<file path="src/rtl/guineveer_mailbox_ctrl.sv">
// rtl/guineveer_mailbox_ctrl.sv - AXI4 write sink for the sim/firmware mailbox with char FIFO and pass/fail flags.
// Optional feature macro: MAILBOX_DROP_ON_FULL_EN (drop printable bytes on full FIFO instead of stalling W).
module guineveer_mailbox_ctrl #(
  parameter int unsigned          AXI_ADDR_W   = 32,
  parameter int unsigned          AXI_DATA_W   = 64,
  parameter int unsigned          AXI_ID_W     = 4,
  parameter logic [AXI_ADDR_W-1:0] MAILBOX_ADDR = 32'h80F8_0000,
  parameter int unsigned          FIFO_DEPTH   = 8
) (
  input  logic                    clk_i,
  input  logic                    rst_ni,
  input  logic                    awvalid_i,
  output logic                    awready_o,
  input  logic [AXI_ADDR_W-1:0]   awaddr_i,
  input  logic [AXI_ID_W-1:0]     awid_i,
  input  logic                    wvalid_i,
  output logic                    wready_o,
  input  logic [AXI_DATA_W-1:0]   wdata_i,
  input  logic [AXI_DATA_W/8-1:0] wstrb_i,
  input  logic                    wlast_i,
  output logic                    bvalid_o,
  input  logic                    bready_i,
  output logic [AXI_ID_W-1:0]     bid_o,
  output logic [1:0]              bresp_o,
  output logic                    char_valid_o,
  output logic [7:0]              char_data_o,
  input  logic                    char_ready_i,
  output logic                    pass_o,
  output logic                    fail_o,
  output logic [15:0]             drop_cnt_o
);
  localparam int unsigned STRB_W = AXI_DATA_W / 8;
  localparam int unsigned PTR_W  = $clog2(FIFO_DEPTH);
  localparam int unsigned CNT_W  = PTR_W + 1;

  typedef enum logic [1:0] {IDLE, DATA, RESP} state_e;

  state_e              state_q, state_d;
  logic                hit_q, hit_d;
  logic [AXI_ID_W-1:0] id_q, id_d;
  logic                pass_q, pass_d, fail_q, fail_d;
  logic [PTR_W-1:0]    wr_ptr_q, wr_ptr_d, rd_ptr_q, rd_ptr_d;
  logic [CNT_W-1:0]    count_q, count_d;
  logic [7:0]          mem_q [FIFO_DEPTH];

  logic       full, w_hs, decode, push_req, push, pop;
  logic [7:0] b;
  logic       unused_bits;

  assign unused_bits = ^{wdata_i[AXI_DATA_W-1:8], wstrb_i[STRB_W-1:1]};

  assign full     = (count_q == CNT_W'(FIFO_DEPTH));
  assign b        = wdata_i[7:0];
  assign w_hs     = wvalid_i && wready_o;
  assign decode   = w_hs && hit_q && wstrb_i[0];
  assign push_req = decode && (b >= 8'h06) && (b <= 8'h7E);
  assign pop      = char_valid_o && char_ready_i;

`ifdef MAILBOX_DROP_ON_FULL_EN
  logic        drop;
  logic [15:0] drop_cnt_q, drop_cnt_d;
  assign push = push_req && !full;
  assign drop = push_req && full;
  always_comb begin
    drop_cnt_d = drop_cnt_q;
    if (drop && drop_cnt_q != 16'hFFFF) drop_cnt_d = drop_cnt_q + 16'd1;
  end
  always_ff @(posedge clk_i or negedge rst_ni) begin
    if (!rst_ni) drop_cnt_q <= '0;
    else         drop_cnt_q <= drop_cnt_d;
  end
  assign drop_cnt_o = drop_cnt_q;
`else
  // Stall mode: wready_o already holds off beats while full, so every request fits.
  assign push       = push_req;
  assign drop_cnt_o = 16'd0;
`endif

  always_comb begin
    state_d   = state_q;
    hit_d     = hit_q;
    id_d      = id_q;
    awready_o = 1'b0;
    wready_o  = 1'b0;
    bvalid_o  = 1'b0;
    case (state_q)
      IDLE: begin
        // Gated by rst_ni so awready stays low while reset is held.
        awready_o = rst_ni;
        if (awvalid_i && rst_ni) begin
          hit_d   = (awaddr_i == MAILBOX_ADDR);
          id_d    = awid_i;
          state_d = DATA;
        end
      end
      DATA: begin
`ifdef MAILBOX_DROP_ON_FULL_EN
        wready_o = 1'b1;
`else
        wready_o = !(hit_q && full);
`endif
        if (wvalid_i && wready_o && wlast_i) state_d = RESP;
      end
      RESP: begin
        bvalid_o = 1'b1;
        if (bready_i) state_d = IDLE;
      end
      default: state_d = IDLE;
    endcase
  end

  assign bid_o   = bvalid_o ? id_q : '0;
  assign bresp_o = (bvalid_o && !hit_q) ? 2'b10 : 2'b00;

  always_comb begin
    pass_d   = pass_q || (decode && b == 8'hFF);
    fail_d   = fail_q || (decode && b == 8'h01);
    wr_ptr_d = push ? wr_ptr_q + PTR_W'(1) : wr_ptr_q;
    rd_ptr_d = pop  ? rd_ptr_q + PTR_W'(1) : rd_ptr_q;
    count_d  = count_q;
    if (push && !pop)      count_d = count_q + CNT_W'(1);
    else if (pop && !push) count_d = count_q - CNT_W'(1);
  end

  always_ff @(posedge clk_i or negedge rst_ni) begin
    if (!rst_ni) begin
      state_q  <= IDLE;
      hit_q    <= 1'b0;
      id_q     <= '0;
      pass_q   <= 1'b0;
      fail_q   <= 1'b0;
      wr_ptr_q <= '0;
      rd_ptr_q <= '0;
      count_q  <= '0;
    end else begin
      state_q  <= state_d;
      hit_q    <= hit_d;
      id_q     <= id_d;
      pass_q   <= pass_d;
      fail_q   <= fail_d;
      wr_ptr_q <= wr_ptr_d;
      rd_ptr_q <= rd_ptr_d;
      count_q  <= count_d;
    end
  end

  always_ff @(posedge clk_i) begin
    if (push) mem_q[wr_ptr_q] <= b;
  end

  assign char_valid_o = (count_q != '0);
  assign char_data_o  = char_valid_o ? mem_q[rd_ptr_q] : 8'h00;
  assign pass_o       = pass_q;
  assign fail_o       = fail_q;
endmodule

</file>
<file path="config.mk">
export PLATFORM = sky130hd
export DESIGN_NAME = guineveer_mailbox_ctrl
export DESIGN_NICKNAME = d
export VERILOG_FILES = /design/src/rtl/guineveer_mailbox_ctrl.sv
export SDC_FILE = /design/constraint.sdc
export NUM_CORES = 1
export LEC_CHECK = 0
export BUFFER_PORTS_ARGS = -buffer_cell sky130_fd_sc_hd__buf_2
export CORE_AREA = 2 2 106 108
export DETAILED_ROUTE_END_ITERATION = 8
export DIE_AREA = 0 0 108 110
export PLACE_DENSITY = 0.67
export SYNTH_ARGS = -nofsm -noshare
export SYNTH_HDL_FRONTEND = slang
export SYNTH_SLANG_ARGS = --single-unit
</file>
<file path="constraint.sdc">
create_clock -name clk_i -period 5.51 [get_ports clk_i]
set_input_delay 0.551 -clock clk_i [delete_from_list [all_inputs] [get_ports clk_i]]
set_output_delay 0.551 -clock clk_i [all_outputs]
set_load 0.1 [all_outputs]
</file>
Word-level counts from Yosys, hierarchy flattened

Memory sizes are Yosys's and may differ from the RTL's.
Index checks and enable logic that the tools add are counted.

Bits in registers: 19
ROM bits: 0
Output and inout port bits: 36
Memories kept: 1
RAM bits: 64
Latch bits: 0

$lt $le $gt $ge: 2
Muxes and demuxes: 14
Bitwise gates (word level): 0
Eq/ne operators: 9
Reduce and logical (&&, ||, !) cells: 26
Shift-type cells: 0
Div/mod/pow operators: 0
Add/subtract/negate cells: 4
Multiply operators: 0

Memory list:

| name  | depth | bits a word | rd ports | clocked after Yosys merged registers in | write ports | RTL line | source |
|---|---|---|---|---|---|---|---|
| mem_q | 8     | 8           | 1        | 0                                       | 1           | 44       | `logic [7:0] mem_q [FIFO_DEPTH];` |

Operator list:

| cell                   | number |
|---|---|
| $eq A32 B32 Y1 const B | 1 |
| $logic_and A1 B1 Y1    | 15 |
| $mux W4                | 3 |
| $eq A8 B1 Y1 const B   | 1 |
| $eq A8 B8 Y1 const B   | 1 |
| $ge A8 B3 Y1 const B   | 1 |
| $le A8 B7 Y1 const B   | 1 |
| $mux W2                | 4 |
| $mux W8                | 1 |
| $add A3 B1 Y3 const B  | 2 |
| $ne A2 B2 Y1 const B   | 3 |
| $pmux W2 S3            | 1 |
| $mux W1                | 5 |
| $add A4 B1 Y4 const B  | 1 |
| $eq A4 B4 Y1 const B   | 1 |
| $logic_not A1 Y1       | 4 |
| $reduce_bool A4 Y1     | 1 |
| $sub A4 B1 Y4 const B  | 1 |
| $reduce_and A3 Y1      | 1 |
| $eq A2 B1 Y1 const B   | 1 |
| $eq A2 B2 Y1 const B   | 1 |
| $logic_not A2 Y1       | 1 |
| $logic_or A1 B1 Y1     | 2 |
| $reduce_and A2 Y1      | 1 |
| $reduce_bool A2 Y1     | 1 |

Logic depth before layout (Yosys ltp)

Gate-level depths: netlist of the first run.

Depth in word-level cells: 13
Gate-level depth with buffers: 11

Worst setup path after synthesis of the first run

No wires, ideal clock.

Kind: input port to flip-flop
From: input rst_ni
To: register id_q[0]
Stages: 3
Required time: 5385 ps
Library setup time: 125 ps
Data arrival time: 3758 ps
Slack: 1627 ps
Path through: nor3b_1 nand2_1 mux2_2

Word-level cells in the longest chain between the ends: 2

Ends and longest elaborated chain:

| what                               | RTL line | source |
|---|---|---|
| start: declaration                 | 11       | `input logic rst_ni,` |
| $logic_and A1 B1 Y1                | 90       | `if (awvalid_i && rst_ni) begin` |
| $reduce_and A2 Y1 (no source line) | -        |  |
| end signal: assignment             | 138      | `id_q <= id_d;` |
| end: declaration                   | 40       | `logic [AXI_ID_W-1:0] id_q, id_d;` |

No other way between the ends.
A chain may end at the register's enable or synchronous reset.

Final worst setup path of the first run

From: register count_q[3]
To: register count_q[3]

Word-level cells in the longest chain between the ends: 12

Ends and longest elaborated chain:

| what                                | RTL line | source |
|---|---|---|
| start: declaration                  | 43       | `logic [CNT_W-1:0] count_q, count_d;` |
| start signal: assignment            | 143      | `count_q <= count_d;` |
| $eq A4 B4 Y1                        | 52       | `assign full = (count_q == CNT_W'(FIFO_DEPTH));` |
| $logic_and A1 B1 Y1                 | 100      | `wready_o = !(hit_q && full);` |
| $logic_not A1 Y1                    | 100      |  |
| $mux W1                             | 86       | `case (state_q)` |
| $logic_and A1 B1 Y1                 | 54       | `assign w_hs = wvalid_i && wready_o;` |
| $logic_and A1 B1 Y1 (2 in a row)    | 55       | `assign decode = w_hs && hit_q && wstrb_i[0];` |
| $logic_and A1 B1 Y1 (2 in a row)    | 56       | `assign push_req = decode && (b >= 8'h06) && (b <= 8'h7E);` |
| $logic_not A1 Y1                    | 122      | `else if (pop && !push) count_d = count_q - CNT_W'(1);` |
| $logic_and A1 B1 Y1                 | 122      |  |
| $reduce_bool A2 Y1 (no source line) | -        |  |

Several ways; a longest one is shown, not always the timed one. The select of a mux whose other input is x is not followed.

==> results.py, run 1 <==
metrics = {
    "timing": {
        "setup_tns_ps": 0,
        "tightest_slew_ps": 919.7,
        "fmax_ghz": 0.3466,
        "final.period_utilization": 0.5237,
        "max-slew-margin-rel": 0.3836,
        "rsz0062_at_grt": "no",
        "setup_viol": 0,
        "hold_violations": 0,
        "fin_skew_ps": 10.98,
        "finalCriticalPeriod_ps": 2885,
        "slew_violations": 0,
    },
    "placed_design": {
        "hpwl_um": 4868,
        "placed_cell_area_mm2": 0.004151,
        "dp_cells": 434,
        "port_buffers": 70,
        "routabilityCongestion": 0.7051,
    },
    "global_routing": {
        "grt_pass1_vias": 2037,
        "grt_max_degree": 21,
        "grt_pass1_wl_um": 10800,
        "grt.total_usage": 0.1247,
        "antenna_found_initial": 0,
        "overflow": 0,
    },
    "power": {
        "p_per_area_mw_per_mm2": 312.7,
        "power.share.clock": 0.329,
        "pwr-share-comb": 0.155,
        "power_leakage_nw": 1.688,
        "peakVddDrop_uv": 183.3,
        "p_sw_mw": 0.4116,
        "intPower_mw": 0.9503,
        "pwr-share-seq": 0.516,
        "switching_share": 0.3022,
    },
    "synthesis": {
        "synth-edff-count": 64,
        "synth_top_area_frac": 0.5196,
        "ys_warn_count": 0,
        "synth.yosys.seq_area_share": 0.6482,
        "netlist_instances": 228,
        "syn_area_mm2": 0.003699,
        "yosysTopAreaCell": "edfxtp_1",
        "syn_avg_cell_area_um2": 16.22,
        "yosys-top-cells-area": "edfxtp_1 (52%), dfrtp_1 (13%), mux4_2 (9.7%)",
        "async_flop_share": 0.2289,
        "synth_ff_type": "edfxtp_1",
        "synthTopCellsByCount": "edfxtp_1 (64), nor2_1 (20), dfrtp_1 (19)",
        "ys_seq_elements": 83,
        "synth_most_common_cell": "edfxtp_1",
        "synth_cell_types": 39,
    },
    "clock_tree": {
        "cts_root_buf": "clkbuf_8",
        "cts_buffers": 9,
        "path_clk_slew_ps": 90,
        "cts-resized-gates": 0,
        "post-cts-setup-buffers": 0,
        "insertion_delay_ps": 350,
        "cts_tree": "yes",
        "htreeDepth": 3,
        "clk_path_buf_depth": 2,
        "hold_buffers": 0,
        "cts_sinks": 83,
    },
    "worst_setup_path": {
        "cp_cell_sequence": "nor4_4 > inv_1 > nand2_1 > ha_1 > inv_1 > ha_1 > a21o_1 > a21oi_1 > mux2i_1 > xnor2_1",
        "cp-end-kind": "flip-flop",
        "worst_ep_arrival_time_ps": 3170,
        "worstSetupPathType": "reg2reg",
        "setup.worst_path.start": "count_q[3]$_DFFE_PN0P_",
        "r2r_start": "count_q[3]$_DFFE_PN0P_",
        "required_ps": 5790,
        "crit_path_max_incr_delay_ps": 700,
        "critPathLaunchType": "flip-flop",
        "slowest_stage": "nor4_4",
        "path_max_fanout": 9,
    },
    "routing": {
        "topRoutingLayerUsed": "met4",
        "wl_met2_um": 3531,
        "drt_iter0_drc": 116,
        "drc": 0,
        "firstDrtPassIters": 4,
        "wl_met1_um": 3126,
        "antenna_left": 0,
        "wl_met3_um": 192,
        "wl_per_cell_um": 15.52,
        "route.vias.total": 2152,
        "wirelength_um": 6985,
        "vias_per_cell": 4.782,
    },
    "finish": {
        "nets": 426,
        "areaGrowthSynthToFinish_pct": 17.76,
        "layoutNonFillerInstCount": 450,
        "finish.utilization": 0.4071,
        "diodes": 0,
        "final_area_mm2": 0.004355,
        "drive_above_1_share": 0.3774,
    },
    "floorplanning": {
        "die_h_um": 110,
        "dieArea_mm2": 0.01188,
        "start_util": 0.3457,
        "ios": 151,
        "core_area_mm2": 0.01070,
        "num_rows": 38,
        "die-width_um": 108,
    },
    "hold_path": {
        "hold_class": "in2async",
    },
    "run_status": {
        "status": "finished clean",
    },
    "run": {
        "maxCapViolations": 0,
    },
}
-- critical path: cells and delay by family (launching register included) --
kind,cells,cell delay [ps]
AND/OR/NAND/NOR,2,900
multiplexers,1,230
buffers and inverters,2,260
flip-flops,1,480
AO/OA/AOI/OAI,2,330
adder cells (fa/ha/maj),2,490
XOR/XNOR,1,130
-- kinds of logic (layout without fill, tap and decap cells) --
| kind of cell | Yosys count | count (layout) | share of synthesized area |
|---|---|---|---|
| XOR/XNOR | 7 | 7 | 0.01658 |
| buffers and inverters | 26 | 92 | 0.04533 |
| other | 1 | 17 | 0.001014 |
| multiplexers | 32 | 32 | 0.1441 |
| AO/OA/AOI/OAI | 10 | 10 | 0.02436 |
| adder cells (fa/ha/maj) | 6 | 6 | 0.02233 |
| flip-flops | 83 | 83 | 0.6482 |
| AND/OR/NAND/NOR | 63 | 63 | 0.09810 |
-- sequential cells by signal, indices dropped and copies added, names as in the netlist --
| signal | cells |
|---|---|
| fail_o | 1 |
| rd_ptr_q | 3 |
| count_q | 4 |
| state_q | 2 |
| hit_q | 1 |
| pass_o | 1 |
| id_q | 4 |
| mem_q | 64 |
| wr_ptr_q | 3 |
-- per-stage QoR --
step / hold slack [ps] / setup WS (ps) / power (mW)
2_1_floorplan: 255.4 / 1627 / 0.8909
3_3_place_gp: 450.5 / 2683 / 0.9243
3_5_place_dp: 465.6 / 2556 / 0.9291
4_1_cts: 116.5 / 2525 / 1.375
5_1_grt: 142.7 / 2330 / 1.411
6_report: 117.4 / 2625 / 1.362
-- area by class of cell --
class	count	area, µm²
clock buffers	9	123.9
well taps	140	175.2
flip-flops and latches	83	2397
multi-input cells	135	1199
fillers	1010	6342
repair buffers	72	365.4
clock inverters	7	80.08
inverters	4	15.01
-- routing by layer --
layer,up-vias,global-route usage
li1,1002,-
met1,1091,0.1676
met2,48,0.1932
met5,-,0
met4,0,0.06227
met3,11,0.02646
-- power groups by stage --
stage                     clock network [mW]  registers (mW)  logic, mW
after detailed placement                   0           0.716      0.213
after global placement                     0           0.715      0.209
after floorplan                            0           0.713      0.178
final                                  0.448           0.702      0.212
after CTS                              0.460           0.703      0.213
after global routing                   0.484           0.705      0.222
-- path summary, 6_finish.rpt --
kind / to / slack [ps] / cells after the start
min: id_q[3]$_DFFE_PN0P_ / 120 / 1
min reg2reg: pass_o$_DFF_PN0_ / 490 / 1
max reg2reg: count_q[3]$_DFFE_PN0P_ / 2620 / 10
max: count_q[3]$_DFFE_PN0P_ / 2620 / 10
min in group clk_i: state_q[1]$_DFFE_PN0P_ / 370 / 2
max in group asynchronous: rd_ptr_q[2]$_DFFE_PN0P_ / 5090 / 1
-- layout by cell type (no fill, tap or decap), types with 2 or more instances in the layout --
cell type  synthesis  final
a21oi_1            2      2
a41o_1             2      2
and2_1             4      4
and3_1             2      2
buf_2              1     70
buf_4             18      2
clkbuf_8           0      9
conb_1             1     17
dfrtp_1           19     19
edfxtp_1          64     64
ha_1               5      5
inv_1              4      4
inv_6              0      3
mux2_2             6      6
mux2i_1            9      9
mux4_2            16     16
nand2_1            8      8
nand2b_1           4      4
nand3_1            3      3
nand4_1            3      3
nand4b_1           2      2
nor2_1            20     20
nor3_1             3      2
nor3_2             1      2
nor3b_1            2      2
nor4_1             6      6
o21ai_0            2      2
xnor2_1            7      7
Power figures use the tool's default switching activity.
==> inputs of run 2 (changes only) <==
- PLACE_DENSITY: 0.67 -> 0.69
- clock period: 5.51 -> 2.31 ns (I/O delays scaled with it)
==> results.py, run 2 (synthesized netlist as in run 1, its figures left out) <==
metrics = {
    "power": {
        "switching_share": 0.3126,
        "p_per_area_mw_per_mm2": 664.4,
        "pwr-share-seq": 0.534,
        "p_total_mw": 3.155,
        "power.share.clock": 0.296,
        "peakVddDrop_uv": 370.1,
        "intPower_mw": 2.169,
        "pwr-share-comb": 0.170,
        "p_sw_mw": 0.9862,
        "power_leakage_nw": 1.839,
    },
    "routing": {
        "wl_met1_um": 3119,
        "route.vias.total": 2259,
        "topRoutingLayerUsed": "met4",
        "wl_met2_um": 3924,
        "wirelength_um": 7562,
        "vias_per_cell": 4.696,
        "wl_per_cell_um": 15.72,
        "firstDrtPassIters": 4,
        "wl_met3_um": 400,
        "drt_iter0_drc": 125,
        "drc": 0,
        "antenna_left": 0,
    },
    "floorplanning": {
        "ios": 151,
        "num_rows": 38,
        "start_util": 0.3457,
        "die_h_um": 110,
        "dieArea_mm2": 0.01188,
        "die-width_um": 108,
        "core_area_mm2": 0.01070,
    },
    "clock_tree": {
        "cts_sinks": 83,
        "path_clk_slew_ps": 90,
        "cts_tree": "yes",
        "clk_path_buf_depth": 2,
        "insertion_delay_ps": 350,
        "cts_buffers": 9,
        "htreeDepth": 3,
        "cts_root_buf": "clkbuf_8",
    },
    "timing": {
        "setup_viol": 0,
        "setup_tns_ps": 0,
        "rsz0062_at_grt": "yes",
        "fin_hold_ws_ps": 44.94,
        "hold_violations": 0,
        "slew_violations": 0,
        "max-slew-margin-rel": 0.5998,
        "final.period_utilization": 0.9881,
        "fmax_ghz": 0.4381,
        "finalCriticalPeriod_ps": 2283,
        "tightest_slew_ps": 600.3,
        "setup_ws_ps": 27.49,
        "fin_skew_ps": 7.366,
    },
    "finish": {
        "regMostFlops": "mem_q",
        "seqCellArea_mm2": 0.002401,
        "reg.largest.list": "mem_q (64), count_q (4), id_q (4)",
        "drive_above_1_share": 0.4604,
        "diodes": 0,
        "largest_register_ffs": 64,
        "layout_commonest_cell": "edfxtp_1",
        "areaGrowthSynthToFinish_pct": 28.38,
        "layout_common_cells": "edfxtp_1 (64), buf_2 (62), buf_4 (32), nor2_1 (20), conb_1 (17)",
        "layoutNonFillerInstCount": 481,
        "multiInputGateArea_mm2": 0.001252,
        "nFillCells": 962,
        "nets": 457,
    },
    "global_routing": {
        "grt_pass1_wl_um": 11890,
        "grt.total_usage": 0.1367,
        "antenna_found_initial": 0,
        "grt_pass1_vias": 2240,
        "grt_max_degree": 20,
        "overflow": 0,
    },
    "placed_design": {
        "routabilityCongestion": 0.7184,
        "place_ws_ps": -51.24,
        "hpwl_um": 5546,
        "dp_cells": 458,
        "port_buffers": 70,
    },
    "worst_setup_path": {
        "cp_cell_sequence": "nor4_4 > clkinvlp_4 > nand2_4 > ha_4 > inv_4 > ha_4 > a21o_1 > a21oi_2 > mux2i_1 > xnor2_1",
        "r2r_start": "count_q[2]$_DFFE_PN0P_",
        "worst_ep_arrival_time_ps": 2520,
        "required_ps": 2550,
        "worstSetupPathType": "reg2reg",
        "path_max_fanout": 4,
        "cp-end-kind": "flip-flop",
        "r2r_cells": 10,
        "reg2reg_slack_ps": 30,
        "reg2reg_to": "count_q[3]$_DFFE_PN0P_",
        "cpMostUsedCell": "ha_4",
        "critPathLaunchType": "flip-flop",
        "crit_path_max_incr_delay_ps": 450,
        "slowest_stage": "dfrtp_2",
    },
    "run_status": {
        "status": "finished clean",
    },
    "hold_path": {
        "min_from": "bready_i",
        "min_path_cells": 2,
        "worstHoldEndpoint": "state_q[1]$_DFFE_PN0P_",
        "hold_class": "in2reg",
    },
    "run": {
        "maxCapViolations": 0,
    },
}
## run 2: cell count changes in the layout (fill, tap and decap cells not counted), sizes merged
cell / change
clkinv: +1
dlygate4sd3: +1
clkinvlp: +4
bufinv: -1
buf: +30
inv: -4
## run 2: per-stage QoR
| stage | area [µm²] | util |
|---|---|---|
| final | 4748 | 0.4439 |
| after global routing | 4748 | 0.4439 |
| after CTS | 4726 | 0.4418 |
| after detailed placement | 4506 | 0.4212 |
| after global placement | 4506 | 0.4212 |
| after floorplan | 3817 | - |
## run 2: metal layers
metal	track usage	vias up
met4	0.05220	0
met1	0.1768	1126
met5	0	-
met2	0.2242	67
li1	-	1057
met3	0.03351	9
## run 2: worst max-delay path by stage
stage,startpoint,end,cells after the start
global route,count_q[2]$_DFFE_PN0P_,count_q[3]$_DFFE_PN0P_,10
CTS,count_q[0]$_DFFE_PN0P_,count_q[3]$_DFFE_PN0P_,11
floorplan,count_q[1]$_DFFE_PN0P_,count_q[3]$_DFFE_PN0P_,10
detailed placement,count_q[2]$_DFFE_PN0P_,count_q[3]$_DFFE_PN0P_,11
finish,count_q[2]$_DFFE_PN0P_,count_q[3]$_DFFE_PN0P_,10
global placement,count_q[2]$_DFFE_PN0P_,count_q[3]$_DFFE_PN0P_,11
## run 2: area by class of cell
cell class / instances / share of cell area
clock inverters: 7 / 0.01133
flip-flops and latches: 83 / 0.5057
well taps: 140 / 0.03689
multi-input cells: 135 / 0.2638
inverters: 4 / 0.004480
clock buffers: 9 / 0.02609
repair buffers: 103 / 0.1518
## run 2: power groups by stage
stage | sequential, mW | combinational (mW) | clock [mW]
final | 1.68 | 0.537 | 0.934
after global routing | 1.69 | 0.567 | 1.03
after CTS | 1.68 | 0.538 | 0.961
after detailed placement | 1.71 | 0.530 | 0
after global placement | 1.71 | 0.524 | 0
after floorplan | 1.71 | 0.429 | 0
## run 2: critical path: cells and delay by family (launching register included)
kind | cells | cell delay [ps]
AO/OA/AOI/OAI | 2 | 300
adder cells (fa/ha/maj) | 2 | 340
flip-flops | 1 | 450
multiplexers | 1 | 270
XOR/XNOR | 1 | 100
AND/OR/NAND/NOR | 2 | 470
buffers and inverters | 2 | 240
## run 2: repair_timing
action,in CTS,in global routing
setup buffers,3,3
hold buffers,1,0
endpoints found under the setup margin,1,1
pin swaps,3,4
endpoints found under the hold margin,19,0
resized for setup,5,0
==> inputs of run 3 (changes only) <==
- RECOVER_POWER: unset -> 50
==> results.py, run 3 (synthesized netlist as in run 1, its figures left out) <==
metrics = {
    "run_status": {
        "status": "finished clean",
    },
    "timing": {
        "setup_ws_ps": 27.90,
        "setup_tns_ps": 0,
        "tightest_slew_ps": 1179,
        "finalCriticalPeriod_ps": 2282,
        "hold_violations": 0,
        "rsz0062_at_grt": "yes",
        "setup_viol": 0,
        "final.period_utilization": 0.9879,
        "max-slew-margin-rel": 0.2176,
        "fmax_ghz": 0.4382,
        "fin_skew_ps": 7.079,
        "slew_violations": 0,
        "fin_hold_ws_ps": 46.15,
    },
    "worst_setup_path": {
        "reg2reg_slack_ps": 30,
        "worst_ep_arrival_time_ps": 2520,
        "reg2reg_to": "count_q[3]$_DFFE_PN0P_",
        "worstSetupPathType": "reg2reg",
        "required_ps": 2550,
        "critPathLaunchType": "flip-flop",
        "path_max_fanout": 4,
        "setup.worst_path.start": "count_q[2]$_DFFE_PN0P_",
        "r2r_start": "count_q[2]$_DFFE_PN0P_",
        "cp-end-kind": "flip-flop",
        "r2r_cells": 10,
    },
    "global_routing": {
        "grt_max_degree": 20,
        "grt_pass1_vias": 2240,
        "overflow": 0,
        "grt_pass1_wl_um": 11890,
        "grt.total_usage": 0.1367,
        "antenna_found_initial": 0,
    },
    "finish": {
        "nets": 457,
        "nFillCells": 979,
        "regMostFlops": "mem_q",
        "seqCellArea_mm2": 0.002401,
        "drive_above_1_share": 0.4106,
        "multiInputGateArea_mm2": 0.001241,
        "layoutNonFillerInstCount": 481,
        "largest_register_ffs": 64,
        "layout_commonest_cell": "edfxtp_1",
        "areaGrowthSynthToFinish_pct": 27.13,
        "reg.largest.list": "mem_q (64), count_q (4), id_q (4)",
        "diodes": 0,
        "final_area_mm2": 0.004702,
        "layout_common_cells": "edfxtp_1 (64), buf_2 (52), buf_4 (25), nor2_1 (20), conb_1 (17)",
        "finish.utilization": 0.4395,
    },
    "floorplanning": {
        "ios": 151,
        "die-width_um": 108,
        "num_rows": 38,
        "start_util": 0.3457,
        "die_h_um": 110,
        "dieArea_mm2": 0.01188,
        "core_area_mm2": 0.01070,
    },
    "routing": {
        "wirelength_um": 7597,
        "wl_per_cell_um": 15.79,
        "firstDrtPassIters": 4,
        "drt_iter0_drc": 143,
        "antenna_left": 0,
        "vias_per_cell": 4.678,
        "route.vias.total": 2250,
        "drc": 0,
    },
    "clock_tree": {
        "insertion_delay_ps": 350,
        "path_clk_slew_ps": 90,
        "cts_sinks": 83,
        "cts_buffers": 9,
        "cts_tree": "yes",
        "htreeDepth": 3,
        "clk_path_buf_depth": 2,
        "cts_root_buf": "clkbuf_8",
    },
    "power": {
        "p_total_mw": 3.141,
        "p_per_area_mw_per_mm2": 668.0,
        "power_leakage_nw": 1.783,
        "peakVddDrop_uv": 369.9,
    },
    "hold_path": {
        "min_path_cells": 2,
        "min_from": "bready_i",
        "hold_class": "in2reg",
        "worstHoldEndpoint": "state_q[1]$_DFFE_PN0P_",
    },
    "placed_design": {
        "routabilityCongestion": 0.7184,
        "place_ws_ps": -51.24,
        "port_buffers": 70,
        "hpwl_um": 5546,
        "dp_cells": 458,
        "placed_cell_area_mm2": 0.004506,
    },
    "run": {
        "maxCapViolations": 0,
    },
}
[run 3: changes by cell type in the layout (fill, tap and decap cells not counted)]
cell      before  now
nor3b_4        1    0
nor3b_1        1    2
buf_2         62   52
clkbuf_4       0    1
buf_4         32   25
clkbuf_1       0   16
[run 3: worst max-delay path: stages, from the launching register on]
cell and delay [ps]:
dfrtp_2 450, nor4_4 370, clkinvlp_4 190, nand2_4 100, ha_4 140, inv_4 50
ha_4 200, a21o_1 160, a21oi_2 140, mux2i_1 270, xnor2_1 100
[run 3: timing repair]
action / CTS / global route
gates resized for setup: 5 / 0
buffers inserted: 3 / 3
endpoints found under the hold margin: 19 / 0
setup endpoints to repair: 1 / 1
pin swaps: 3 / 4
hold buffers: 1 / 0
[run 3: power by group]
group | total (mW) | internal [mW] | switching (mW)
Sequential | 1.68 | 1.65 | 0.0282
Clock | 0.936 | 0.395 | 0.541
Combinational | 0.524 | 0.110 | 0.414
[run 3: worst max path at each step]
stage,slack (ps),to
after floorplan,-560,count_q[3]$_DFFE_PN0P_
after global placement,40,count_q[3]$_DFFE_PN0P_
after detailed placement,-50,count_q[3]$_DFFE_PN0P_
after CTS,1,count_q[3]$_DFFE_PN0P_
after global routing,-90,count_q[3]$_DFFE_PN0P_
final,30,count_q[3]$_DFFE_PN0P_
[run 3: routing by layer]
layer / share of wire / vias up / global-route usage
li1: - / 1056 / -
met1: 0.41 / 1122 / 0.1768
met2: 0.52 / 63 / 0.2242
met3: 0.050 / 9 / 0.03351
met4: 0.016 / 0 / 0.05220
met5: 0 / - / 0
[run 3: layout make-up]
type,count,area share
multi-input cells,135,0.2640
clock buffers,9,0.02634
inverters,4,0.004524
repair buffers,103,0.1458
well taps,140,0.03725
flip-flops and latches,83,0.5106
clock inverters,7,0.01144
